==> config.mk <==
export PLATFORM = sky130hd
export DESIGN_NAME = ex_pipe_flat
export DESIGN_NICKNAME = d
export VERILOG_FILES = /design/src/rtl/ex_pipe_if.sv /design/src/rtl/ex_pipe.sv /design/src/flat_wrapper.sv
export SDC_FILE = /design/constraint.sdc
export NUM_CORES = 1
export LEC_CHECK = 0
export BUFFER_PORTS_ARGS = -buffer_cell sky130_fd_sc_hd__buf_4
export CAP_MARGIN = 30
export CORE_MARGIN = 5
export CORE_UTILIZATION = 35
export CTS_BUF_LIST = sky130_fd_sc_hd__clkbuf_2
export CTS_CLUSTER_DIAMETER = 120
export DETAILED_ROUTE_END_ITERATION = 7
export PLACE_DENSITY = 0.58
export SYNTH_ARGS = -nofsm -noshare
export SYNTH_HDL_FRONTEND = slang
export SYNTH_SLANG_ARGS = --single-unit
==> constraint.sdc <==
create_clock -name clk -period 5.55 [get_ports clk]
set_clock_uncertainty 0.15 [all_clocks]
set_input_delay 0.2775 -clock clk [delete_from_list [all_inputs] [get_ports clk]]
set_output_delay 0.2775 -clock clk [all_outputs]
set_load 0.02 [all_outputs]
==> src/rtl/ex_pipe_if.sv <==
// Issue-side and writeback-side handshake bundle for the execute stage.
// The master drives operations and out_ready; the slave is the execute stage.
interface ex_pipe_if #(
  parameter int XLEN = 32
);
  logic            in_valid;
  logic            in_ready;
  logic [3:0]      in_op;
  logic [XLEN-1:0] in_a;
  logic [XLEN-1:0] in_b;
  logic [XLEN-1:0] in_imm;
  logic [XLEN-1:0] in_pc;
  logic [4:0]      in_rd_addr;
  logic            in_rd_wen;
  logic            out_valid;
  logic            out_ready;
  logic [XLEN-1:0] out_rd_data;
  logic [4:0]      out_rd_addr;
  logic            out_rd_wen;
  logic            out_pc_wen;
  logic [XLEN-1:0] out_pc_data;

  modport master (
    output in_valid, in_op, in_a, in_b, in_imm, in_pc, in_rd_addr, in_rd_wen, out_ready,
    input  in_ready, out_valid, out_rd_data, out_rd_addr, out_rd_wen, out_pc_wen, out_pc_data
  );

  modport slave (
    input  in_valid, in_op, in_a, in_b, in_imm, in_pc, in_rd_addr, in_rd_wen, out_ready,
    output in_ready, out_valid, out_rd_data, out_rd_addr, out_rd_wen, out_pc_wen, out_pc_data
  );
endinterface

==> src/rtl/ex_pipe.sv <==
// Execute stage: single-cycle ALU/branch ops, iterative radix-2 multiplier,
// and a one-entry result holding register with valid/ready back-pressure.
module ex_pipe #(
  parameter int XLEN   = 32,
  parameter bit MUL_EN = 1'b1
) (
  input  logic     clk,
  input  logic     rst,
  input  logic     flush,
  ex_pipe_if.slave io
);
  localparam int SHW = $clog2(XLEN);

  typedef enum logic [1:0] {IDLE, MUL, HOLD} state_t;

  state_t            state_reg;
  logic [SHW-1:0]    cnt_reg;
  logic [2*XLEN-1:0] acc_reg;
  logic [XLEN-1:0]   mcand_reg;
  logic              mul_hi_reg;
  logic [4:0]        mul_addr_reg;
  logic              mul_wen_reg;
  logic              out_valid_reg;
  logic              out_rd_wen_reg;
  logic              out_pc_wen_reg;
  logic [XLEN-1:0]   out_rd_data_reg;
  logic [XLEN-1:0]   out_pc_data_reg;
  logic [4:0]        out_rd_addr_reg;

  logic              accept;
  logic              is_mul;
  logic              is_illegal;
  logic              rd_wen_eff;
  logic              alu_pc_wen;
  logic [XLEN-1:0]   alu_rd;
  logic [XLEN-1:0]   alu_pc;
  logic [XLEN-1:0]   jalr_sum;
  logic [SHW-1:0]    shamt;
  logic [XLEN:0]     mul_sum;
  logic [2*XLEN-1:0] mul_next;

  // New work is taken when idle, or when the held result leaves this cycle.
  assign io.in_ready = !rst && !flush &&
                       ((state_reg == IDLE) || ((state_reg == HOLD) && io.out_ready));
  assign accept      = io.in_valid && io.in_ready;
  assign is_mul      = (io.in_op[3:1] == 3'b111);
  assign is_illegal  = is_mul && !MUL_EN;
  assign rd_wen_eff  = io.in_rd_wen && (io.in_rd_addr != 5'd0);
  assign shamt       = io.in_b[SHW-1:0];
  assign jalr_sum    = io.in_a + io.in_imm;

  // One shift-add step: conditionally add the multiplicand into the upper half,
  // then shift the whole accumulator right; the multiplier sits in the low half.
  assign mul_sum  = {1'b0, acc_reg[2*XLEN-1:XLEN]} + {1'b0, mcand_reg & {XLEN{acc_reg[0]}}};
  assign mul_next = {mul_sum, acc_reg[XLEN-1:1]};

  assign io.out_valid   = out_valid_reg;
  assign io.out_rd_data = out_rd_data_reg;
  assign io.out_rd_addr = out_rd_addr_reg;
  assign io.out_rd_wen  = out_rd_wen_reg;
  assign io.out_pc_wen  = out_pc_wen_reg;
  assign io.out_pc_data = out_pc_data_reg;

  // Single-cycle result and redirect target for the presented operation.
  always_comb begin
    alu_rd     = '0;
    alu_pc     = '0;
    alu_pc_wen = 1'b0;
    case (io.in_op)
      4'd0:  alu_rd = io.in_a + io.in_b;
      4'd1:  alu_rd = io.in_a - io.in_b;
      4'd2:  alu_rd = io.in_a & io.in_b;
      4'd3:  alu_rd = io.in_a | io.in_b;
      4'd4:  alu_rd = io.in_a ^ io.in_b;
      4'd5:  alu_rd = io.in_a << shamt;
      4'd6:  alu_rd = io.in_a >> shamt;
      4'd7:  alu_rd = $signed(io.in_a) >>> shamt;
      4'd8:  alu_rd = {{(XLEN-1){1'b0}}, ($signed(io.in_a) < $signed(io.in_b))};
      4'd9:  alu_rd = {{(XLEN-1){1'b0}}, (io.in_a < io.in_b)};
      4'd10: alu_rd = io.in_imm;
      4'd11: alu_rd = io.in_pc + io.in_imm;
      4'd12: begin
        alu_rd     = io.in_pc + XLEN'(4);
        alu_pc     = io.in_pc + io.in_imm;
        alu_pc_wen = 1'b1;
      end
      4'd13: begin
        alu_rd     = io.in_pc + XLEN'(4);
        alu_pc     = {jalr_sum[XLEN-1:1], 1'b0};
        alu_pc_wen = 1'b1;
      end
      default: alu_rd = '0;  // multiply ops are produced by the MUL state; illegal ops give 0
    endcase
  end

  // Control FSM with registered result outputs; reset beats flush beats handshakes.
  always_ff @(posedge clk) begin
    if (rst) begin
      state_reg       <= IDLE;
      cnt_reg         <= '0;
      acc_reg         <= '0;
      mcand_reg       <= '0;
      mul_hi_reg      <= 1'b0;
      mul_addr_reg    <= 5'd0;
      mul_wen_reg     <= 1'b0;
      out_valid_reg   <= 1'b0;
      out_rd_wen_reg  <= 1'b0;
      out_pc_wen_reg  <= 1'b0;
      out_rd_data_reg <= '0;
      out_pc_data_reg <= '0;
      out_rd_addr_reg <= 5'd0;
    end else if (flush) begin
      state_reg      <= IDLE;
      cnt_reg        <= '0;
      out_valid_reg  <= 1'b0;
      out_rd_wen_reg <= 1'b0;
      out_pc_wen_reg <= 1'b0;
    end else begin
      case (state_reg)
        IDLE, HOLD: begin
          if ((state_reg == HOLD) && !io.out_ready) begin
            state_reg <= HOLD;  // consumer stalled: keep every output stable
          end else if (accept && is_mul && MUL_EN) begin
            state_reg      <= MUL;
            cnt_reg        <= '0;
            acc_reg        <= {{XLEN{1'b0}}, io.in_b};
            mcand_reg      <= io.in_a;
            mul_hi_reg     <= io.in_op[0];
            mul_addr_reg   <= io.in_rd_addr;
            mul_wen_reg    <= rd_wen_eff;
            out_valid_reg  <= 1'b0;
            out_rd_wen_reg <= 1'b0;
            out_pc_wen_reg <= 1'b0;
          end else if (accept) begin
            state_reg       <= HOLD;
            out_valid_reg   <= 1'b1;
            out_rd_data_reg <= alu_rd;
            out_rd_addr_reg <= io.in_rd_addr;
            out_rd_wen_reg  <= rd_wen_eff && !is_illegal;
            out_pc_wen_reg  <= alu_pc_wen;
            out_pc_data_reg <= alu_pc;
          end else begin
            state_reg      <= IDLE;
            out_valid_reg  <= 1'b0;
            out_rd_wen_reg <= 1'b0;
            out_pc_wen_reg <= 1'b0;
          end
        end
        MUL: begin
          acc_reg <= mul_next;
          cnt_reg <= cnt_reg + 1'b1;
          if (cnt_reg == SHW'(XLEN-1)) begin
            state_reg       <= HOLD;
            cnt_reg         <= '0;
            out_valid_reg   <= 1'b1;
            out_rd_data_reg <= mul_hi_reg ? mul_next[2*XLEN-1:XLEN] : mul_next[XLEN-1:0];
            out_rd_addr_reg <= mul_addr_reg;
            out_rd_wen_reg  <= mul_wen_reg;
            out_pc_wen_reg  <= 1'b0;
            out_pc_data_reg <= '0;
          end
        end
        default: state_reg <= IDLE;
      endcase
    end
  end
endmodule

==> src/flat_wrapper.sv <==
// flat-port wrapper written by rule: the top's interface ports become plain ports
module ex_pipe_flat 
#(
  parameter int XLEN   = 32,
  parameter bit MUL_EN = 1'b1
)
  (clk, rst, flush, io_in_valid, io_in_op, io_in_a, io_in_b, io_in_imm, io_in_pc, io_in_rd_addr, io_in_rd_wen, io_out_ready, io_in_ready, io_out_valid, io_out_rd_data, io_out_rd_addr, io_out_rd_wen, io_out_pc_wen, io_out_pc_data);
  ex_pipe_if #(.XLEN(XLEN)) io_i ();
  input  logic clk;
  input  logic rst;
  input  logic flush;
  input wire logic [$bits(io_i.in_valid)-1:0] io_in_valid;
  input wire logic [$bits(io_i.in_op)-1:0] io_in_op;
  input wire logic [$bits(io_i.in_a)-1:0] io_in_a;
  input wire logic [$bits(io_i.in_b)-1:0] io_in_b;
  input wire logic [$bits(io_i.in_imm)-1:0] io_in_imm;
  input wire logic [$bits(io_i.in_pc)-1:0] io_in_pc;
  input wire logic [$bits(io_i.in_rd_addr)-1:0] io_in_rd_addr;
  input wire logic [$bits(io_i.in_rd_wen)-1:0] io_in_rd_wen;
  input wire logic [$bits(io_i.out_ready)-1:0] io_out_ready;
  output wire logic [$bits(io_i.in_ready)-1:0] io_in_ready;
  output wire logic [$bits(io_i.out_valid)-1:0] io_out_valid;
  output wire logic [$bits(io_i.out_rd_data)-1:0] io_out_rd_data;
  output wire logic [$bits(io_i.out_rd_addr)-1:0] io_out_rd_addr;
  output wire logic [$bits(io_i.out_rd_wen)-1:0] io_out_rd_wen;
  output wire logic [$bits(io_i.out_pc_wen)-1:0] io_out_pc_wen;
  output wire logic [$bits(io_i.out_pc_data)-1:0] io_out_pc_data;
  assign io_i.in_valid = io_in_valid;
  assign io_i.in_op = io_in_op;
  assign io_i.in_a = io_in_a;
  assign io_i.in_b = io_in_b;
  assign io_i.in_imm = io_in_imm;
  assign io_i.in_pc = io_in_pc;
  assign io_i.in_rd_addr = io_in_rd_addr;
  assign io_i.in_rd_wen = io_in_rd_wen;
  assign io_i.out_ready = io_out_ready;
  assign io_in_ready = io_i.in_ready;
  assign io_out_valid = io_i.out_valid;
  assign io_out_rd_data = io_i.out_rd_data;
  assign io_out_rd_addr = io_i.out_rd_addr;
  assign io_out_rd_wen = io_i.out_rd_wen;
  assign io_out_pc_wen = io_i.out_pc_wen;
  assign io_out_pc_data = io_i.out_pc_data;
  ex_pipe #(.XLEN(XLEN), .MUL_EN(MUL_EN)) u_core (.clk(clk), .rst(rst), .flush(flush), .io(io_i));
endmodule
==> results of run 1 <==
==> layout make-up <==
class / count / area [um^2]
antenna: 4 / 10.0
clock buffer: 17 / 85.1
clock inverter: 15 / 225
fill: 6626 / 35200
inverter: 129 / 484
multi-input combinational: 2553 / 17600
sequential: 182 / 3640
tap: 855 / 1070
timing repair buffer: 658 / 5930
==> worst max path at each step <==
stage,endpoint
2_1_floorplan,u_core.io.out_rd_data[24]
5_1_grt,u_core.io.out_rd_data[9]
6_report,u_core.io.out_rd_data[9]
3_3_place_gp,u_core.io.out_rd_data[19]
4_1_cts,u_core.io.out_rd_data[9]
3_5_place_dp,u_core.io.out_rd_data[19]
==> metal layers <==
layer / vias to the layer above / global-route usage [%]
met4: 6 / 17.6
met3: 410 / 9.39
li1: 12342 / -
met5: - / 0
met2: 1805 / 48.5
met1: 13084 / 41.9
==> power groups by stage <==
stage	combinational [uW]	clock [uW]	sequential (uW)
after floorplan	1090	0	1380
after global placement	1790	0	1370
after detailed placement	1780	0	1370
after CTS	2000	959	1350
after global routing	2190	1000	1350
final	2100	939	1350
==> stage by stage <==
step | std cells | cell area, um^2 | setup WS, ns
2_1_floorplan | 3085 | 22600 | 1.61
3_3_place_gp | 3986 | 24800 | 1.17
4_1_cts | 4408 | 29100 | 0.234
3_5_place_dp | 3987 | 24800 | 1.13
5_1_grt | 4410 | 29100 | 0.00741
6_report | 4413 | 29100 | 0.301
==> worst max-delay path: stages (launching register included) <==
cell	delay, ns
dfxtp_1	0.47
ha_1	0.20
and3_1	0.17
ha_1	0.26
nor2b_1	0.09
a21oi_2	0.21
inv_1	0.09
or4_2	0.88
a211oi_1	0.25
o221ai_1	0.13
dlygate4sd3_1	0.59
a211o_1	0.27
dlygate4sd3_1	0.57
a221oi_2	0.18
dlygate4sd3_1	0.60
nor3_1	0.05
==> cell usage after synthesis (24+ instances only) <==
master	number	area [um^2]
nor3_1	56	280
clkbuf_1	167	627
a311oi_1	43	377
o21ai_0	167	836
buf_2	25	125
nand3_1	74	370
a31oi_1	37	231
nor2_1	315	1180
o21bai_1	33	248
ha_1	208	2600
nor2b_1	24	150
mux4_2	53	1190
a22oi_1	87	653
dfxtp_1	182	3640
a21oi_1	278	1390
a211oi_1	51	383
inv_1	128	480
nand2_1	366	1370
xnor2_1	76	666
and2_1	51	319
xor2_1	49	429
a221oi_1	34	298
o22ai_1	29	181
o211ai_1	28	210
nand2b_1	26	163
mux2i_1	61	611
a21o_1	48	360
and3_1	25	156
==> cell families after synthesis <==
group                      Yosys count  synth area share [%]
AOI/OAI and AO/OA                 1039                  31.0
xor gates and xnor gates           125                  4.85
adders and majority gates          213                  12.0
buffers and inverters              350                  6.10
DFF                                182                  16.1
muxes                              131                  8.83
and+or+nand+nor                   1045                  21.1
==> repair_timing <==
item	4_1_cts	5_1_grt
endpoints found under the setup margin	0	1
hold endpoints to repair	182	0
hold buffers	389	0
gates resized for setup	0	1
==> results.cfg, run 1 <==
[finish]
layout_commonest_cell = dlygate4sd3_1
synthToLayoutAreaGrowth_pct = 28.7
finalCoreUtilization_pct = 45.3
share_of_cells_above_drive_strength_1_pct = 12.0
layout.cells.most_common_list = dlygate4sd3_1 (388), nand2_1 (366), nor2_1 (311), a21oi_1 (277), buf_4 (266)
nNetsFinal = 3897
largest_register_ffs = 64

[run_status]
outcome = complete, no violations

[clock_network]
ctsHtreeMaxLevel = 4
cts-root-to-sink-buffers = 2
tritoncts = done
latest_clock_arrival_within_the_worst_skew_pair_ns = 1.10
cts-buffers-inserted = 17
cts.root.buffer_cell = clkbuf_2
clock_sink_count = 182
worst_setup_hold_path_clk_slew_ns = 0.41
post_cts_buffers = 0

[timing]
tightest_slew_ns = 1.06
fin_crit_ns = 5.25
timing.hold.ws_ns = 0.177
min_period_over_period_pct = 94.6
count_of_final_setup_violators = 0
achievable-frequency_mhz = 191
timing_max_transition_violations_final = 0
hold_viol_final = 0
grt_setup_unrepaired = no
slew_headroom_pct = 27.5
setup_total_negative_slack_ns = 0

[setup_path]
reg2reg_from = u_core.cnt_reg[0]
ff2ff_path_depth = 15
timing_worst_setup_path_type = register to register
worst_r2r_endpoint = u_core.io.out_rd_data[9]
critical_path.max_fanout = 6
cp.arrival_ns = 6.12
start_kind = register
r2r_setup_slack_ns = 0.30
timing.critical_path.to_type = register
worst_setup_sp = u_core.cnt_reg[0]
worst_ep_required_time_ns = 6.42

[pwr]
netSwitchingPower_uw = 2010
power.leakage_uw = 0.0118
power_report.internal_total_uw = 2380
seqPwrFrac_pct = 30.8
worst_ir_drop_vdd_mv = 0.143
report.power.total_uw = 4390
p_sw_share_pct = 45.8
power_density_nw_per_um2 = 151
power.clock.fraction_pct = 21.4
comb_power_share_pct = 47.8

[grt]
grt_usage_pct = 32.4
grt_antenna_before_repair = 9
wire_length_of_the_first_global_routing_pass_um = 173000
largest_net_degree_at_the_start_of_global_routing = 76
grt_pass1_vias = 26036
global_route.overflow_total = 0

[worst_hold_path]
hold_path_class = input pin to register
hold-path-cell-count = 5
min_delay_worst_endpoint = u_core.acc_reg[12]
holdCritStartpoint = flush

[route]
vias_per_cell = 6.26
detailedRoute.firstPassIterationCount = 7
avgRoutedWirePerCell_um = 27.0
drcViolationCount = 0
route.met3.wl_um = 13300
count_of_antenna_violating_nets_left_after_detailed_routing = 0
vias = 27647
wl_met1_um = 47400
top_layer_in_use = met5
routed_wirelength_um = 119000
met2_routed_wirelength_um = 49800
detailed_router_s_first_iteration_violation_count = 3943

[floorplan]
initial_core_util_pct = 35.2
design.portCount = 216
core_area_um2 = 64200
dieArea_um2 = 69700
rows = 93
die_x_um = 264
chipHeight_um = 264

[yosys]
synth_enable_flop_cells = 0
synth_cell_type_count = 93
synth_async_sr_flop_share_pct = 0
synth.ff_latch_count = 182
synth_area_um2 = 22600
most_common_flop_cell_mapped_by_yosys = dfxtp_1
yosysWarningCount = 0
number_of_nets_in_the_synthesized_netlist = 3441
synth_seq_area_share_pct = 16.1
synthesis.instances = 3085
mean_area_per_synthesized_cell_um2 = 7.32

[placed_design]
gpl.final_weighted_congestion = 1.08
dp_hpwl_um = 85200
number_of_buffers_added_on_ports = 215

[run]
max_cap_violations = 0
(Power assumes the default switching activity.)
==> inputs of run 2 (changes only) <==
Clock period 5.55 ns to 6.35 ns, I/O delays scaled along.
==> run 2 against run 1 <==
Power is 15% lower. Sequential power is 13% lower. Die area stayed put. Core utilization is 1.6 points lower. Combinational power is 14% lower. Critical path depth is 1 higher. Global-route usage is 1.1 points lower. Non-clock buffer count is 99 lower. Cell count is 2.2% lower. Cell area is 3.5% lower. Via count is 3.0% lower. Critical path type is now input pin to register.
==> results.cfg, run 2 (synthesized netlist as in run 1, its figures left out) <==
[route]
detailedRoute.firstPassIterationCount = 6
routed_wirelength_um = 115000
detailed_router_s_first_iteration_violation_count = 3623
avgRoutedWirePerCell_um = 26.7
count_of_antenna_violating_nets_left_after_detailed_routing = 0
vias = 26813
drcViolationCount = 0
vias_per_cell = 6.21

[placed_design]
gpl.final_weighted_congestion = 1.08
number_of_buffers_added_on_ports = 215
dp_hpwl_um = 83300

[setup_path]
worst_ep_required_time_ns = 7.25
worst_path_max_delay_cell = or4_2
worst_path_largest_cell_delay_ns = 0.92
crit_path_cell_trace = dlygate4sd3_1 > dlygate4sd3_1 > buf_6 > or2_1 > nor4b_4 > dlygate4sd3_1 > and2_2 > or4_2 > a211oi_1 > o221ai_1 > dlygate4sd3_1 > a211o_1 > dlygate4sd3_1 > a221oi_2 > dlygate4sd3_1 > nor3_1
worst_setup_sp = rst
timing_worst_setup_path_type = input pin to register
critical_path.max_fanout = 13
reg2reg_from = u_core.state_reg[1]
start_kind = input pin
cp.arrival_ns = 6.68
most_common_cell_type_on_the_critical_path = dlygate4sd3_1
timing.critical_path.to_type = register

[finish]
filler_cell_count = 6650
finalCoreUtilization_pct = 43.7
nNetsFinal = 3798
layout.cells.most_common_list = nand2_1 (366), nor2_1 (311), dlygate4sd3_1 (296), a21oi_1 (278), buf_4 (258)
share_of_cells_above_drive_strength_1_pct = 12.1
synthToLayoutAreaGrowth_pct = 24.2
largest_register_ffs = 64
layout_commonest_cell = nand2_1

[pwr]
netSwitchingPower_uw = 1660
worst_ir_drop_vdd_mv = 0.104
power.leakage_uw = 0.0113
power.clock.fraction_pct = 20.1
power_report.internal_total_uw = 2070
p_sw_share_pct = 44.4
comb_power_share_pct = 48.3
power_density_nw_per_um2 = 133
seqPwrFrac_pct = 31.6

[floorplan]
rows = 93
die_x_um = 264
initial_core_util_pct = 35.2
core_area_um2 = 64200
chipHeight_um = 264
design.portCount = 216
dieArea_um2 = 69700

[run_status]
outcome = complete, no violations

[timing]
slew_headroom_pct = 29.3
tightest_slew_ns = 1.06
hold_viol_final = 0
timing_max_transition_violations_final = 0
achievable-frequency_mhz = 173
setup_total_negative_slack_ns = 0
grt_setup_unrepaired = no
fin_crit_ns = 5.78
min_period_over_period_pct = 91.0
count_of_final_setup_violators = 0

[worst_hold_path]
holdCritStartpoint = io_in_rd_wen
hold_path_class = input pin to register

[grt]
grt_usage_pct = 31.3
grt_antenna_before_repair = 6
wire_length_of_the_first_global_routing_pass_um = 167000
grt_pass1_vias = 24969
largest_net_degree_at_the_start_of_global_routing = 79
global_route.overflow_total = 0

[clock_network]
tritoncts = done
latest_clock_arrival_within_the_worst_skew_pair_ns = 1.12
cts-buffers-inserted = 17
cts-root-to-sink-buffers = 2
clock_sink_count = 182
ctsHtreeMaxLevel = 4
worst_setup_hold_path_clk_slew_ns = 0.39
cts.root.buffer_cell = clkbuf_2

[run]
max_cap_violations = 0
-- run 2: worst paths after layout --
kind                                   end  slack [ns]  cells after the start
setup / recovery  u_core.io.out_rd_data[9]        0.57                     16
hold / removal          u_core.mul_wen_reg        0.14                      6
setup reg to reg  u_core.io.out_rd_data[9]        0.76                     13
hold reg to reg       u_core.mcand_reg[12]        0.32                      2
-- run 2: timing repair --
action	4_1_cts	5_1_grt
hold buffers	297	0
buffers inserted	0	0
endpoints found under the hold margin	182	0
gates resized for setup	0	0
-- run 2: worst max-delay path, delay by kind of cell --
| family | cells | cell delay (ns) |
|---|---|---|
| buffers and inverters | 7 | 3.68 |
| AOI/OAI and AO/OA | 4 | 0.85 |
| and+or+nand+nor | 5 | 1.80 |
-- run 2: stage by stage --
step	area (um^2)	worst slack, ns	instances	total power [uW]	hold WS (ns)
6_report	28100	0.568	4315	3730	0.142
5_1_grt	28100	0.440	4314	3890	0.0953
4_1_cts	28100	0.734	4310	3680	0.0375
3_5_place_dp	24800	1.86	3981	2740	0.292
3_3_place_gp	24800	1.90	3978	2750	0.290
2_1_floorplan	22600	2.37	3085	2150	0.282
-- run 2: layout make-up --
| class | count | area (um^2) | share of cell area, % |
|---|---|---|---|
| Sequential cell | 182 | 3640 | 13.0 |
| Antenna cell | 5 | 12.5 | 0.0446 |
| Clock inverter | 15 | 191 | 0.682 |
| Multi-Input combinational cell | 2553 | 17600 | 62.8 |
| Timing Repair Buffer | 559 | 4960 | 17.7 |
| Inverter | 129 | 484 | 1.73 |
| Clock buffer | 17 | 85.1 | 0.303 |
| Tap cell | 855 | 1070 | 3.81 |
-- run 2: power groups by stage --
stage | sequential (uW) | combinational [uW] | clock, uW
2_1_floorplan | 1200 | 950 | 0
3_3_place_gp | 1200 | 1550 | 0
3_5_place_dp | 1200 | 1540 | 0
4_1_cts | 1180 | 1730 | 772
5_1_grt | 1180 | 1890 | 818
6_report | 1180 | 1800 | 748
-- run 2: layer usage --
| metal | share of wire, % | GRT usage, % | vias to the layer above |
|---|---|---|---|
| met5 | 0.020 | 0 | - |
| met4 | 6.7 | 17.7 | 4 |
| met3 | 9.8 | 6.68 | 364 |
| met2 | 42 | 46.8 | 1586 |
| met1 | 41 | 41.8 | 12713 |
| li1 | - | - | 12146 |
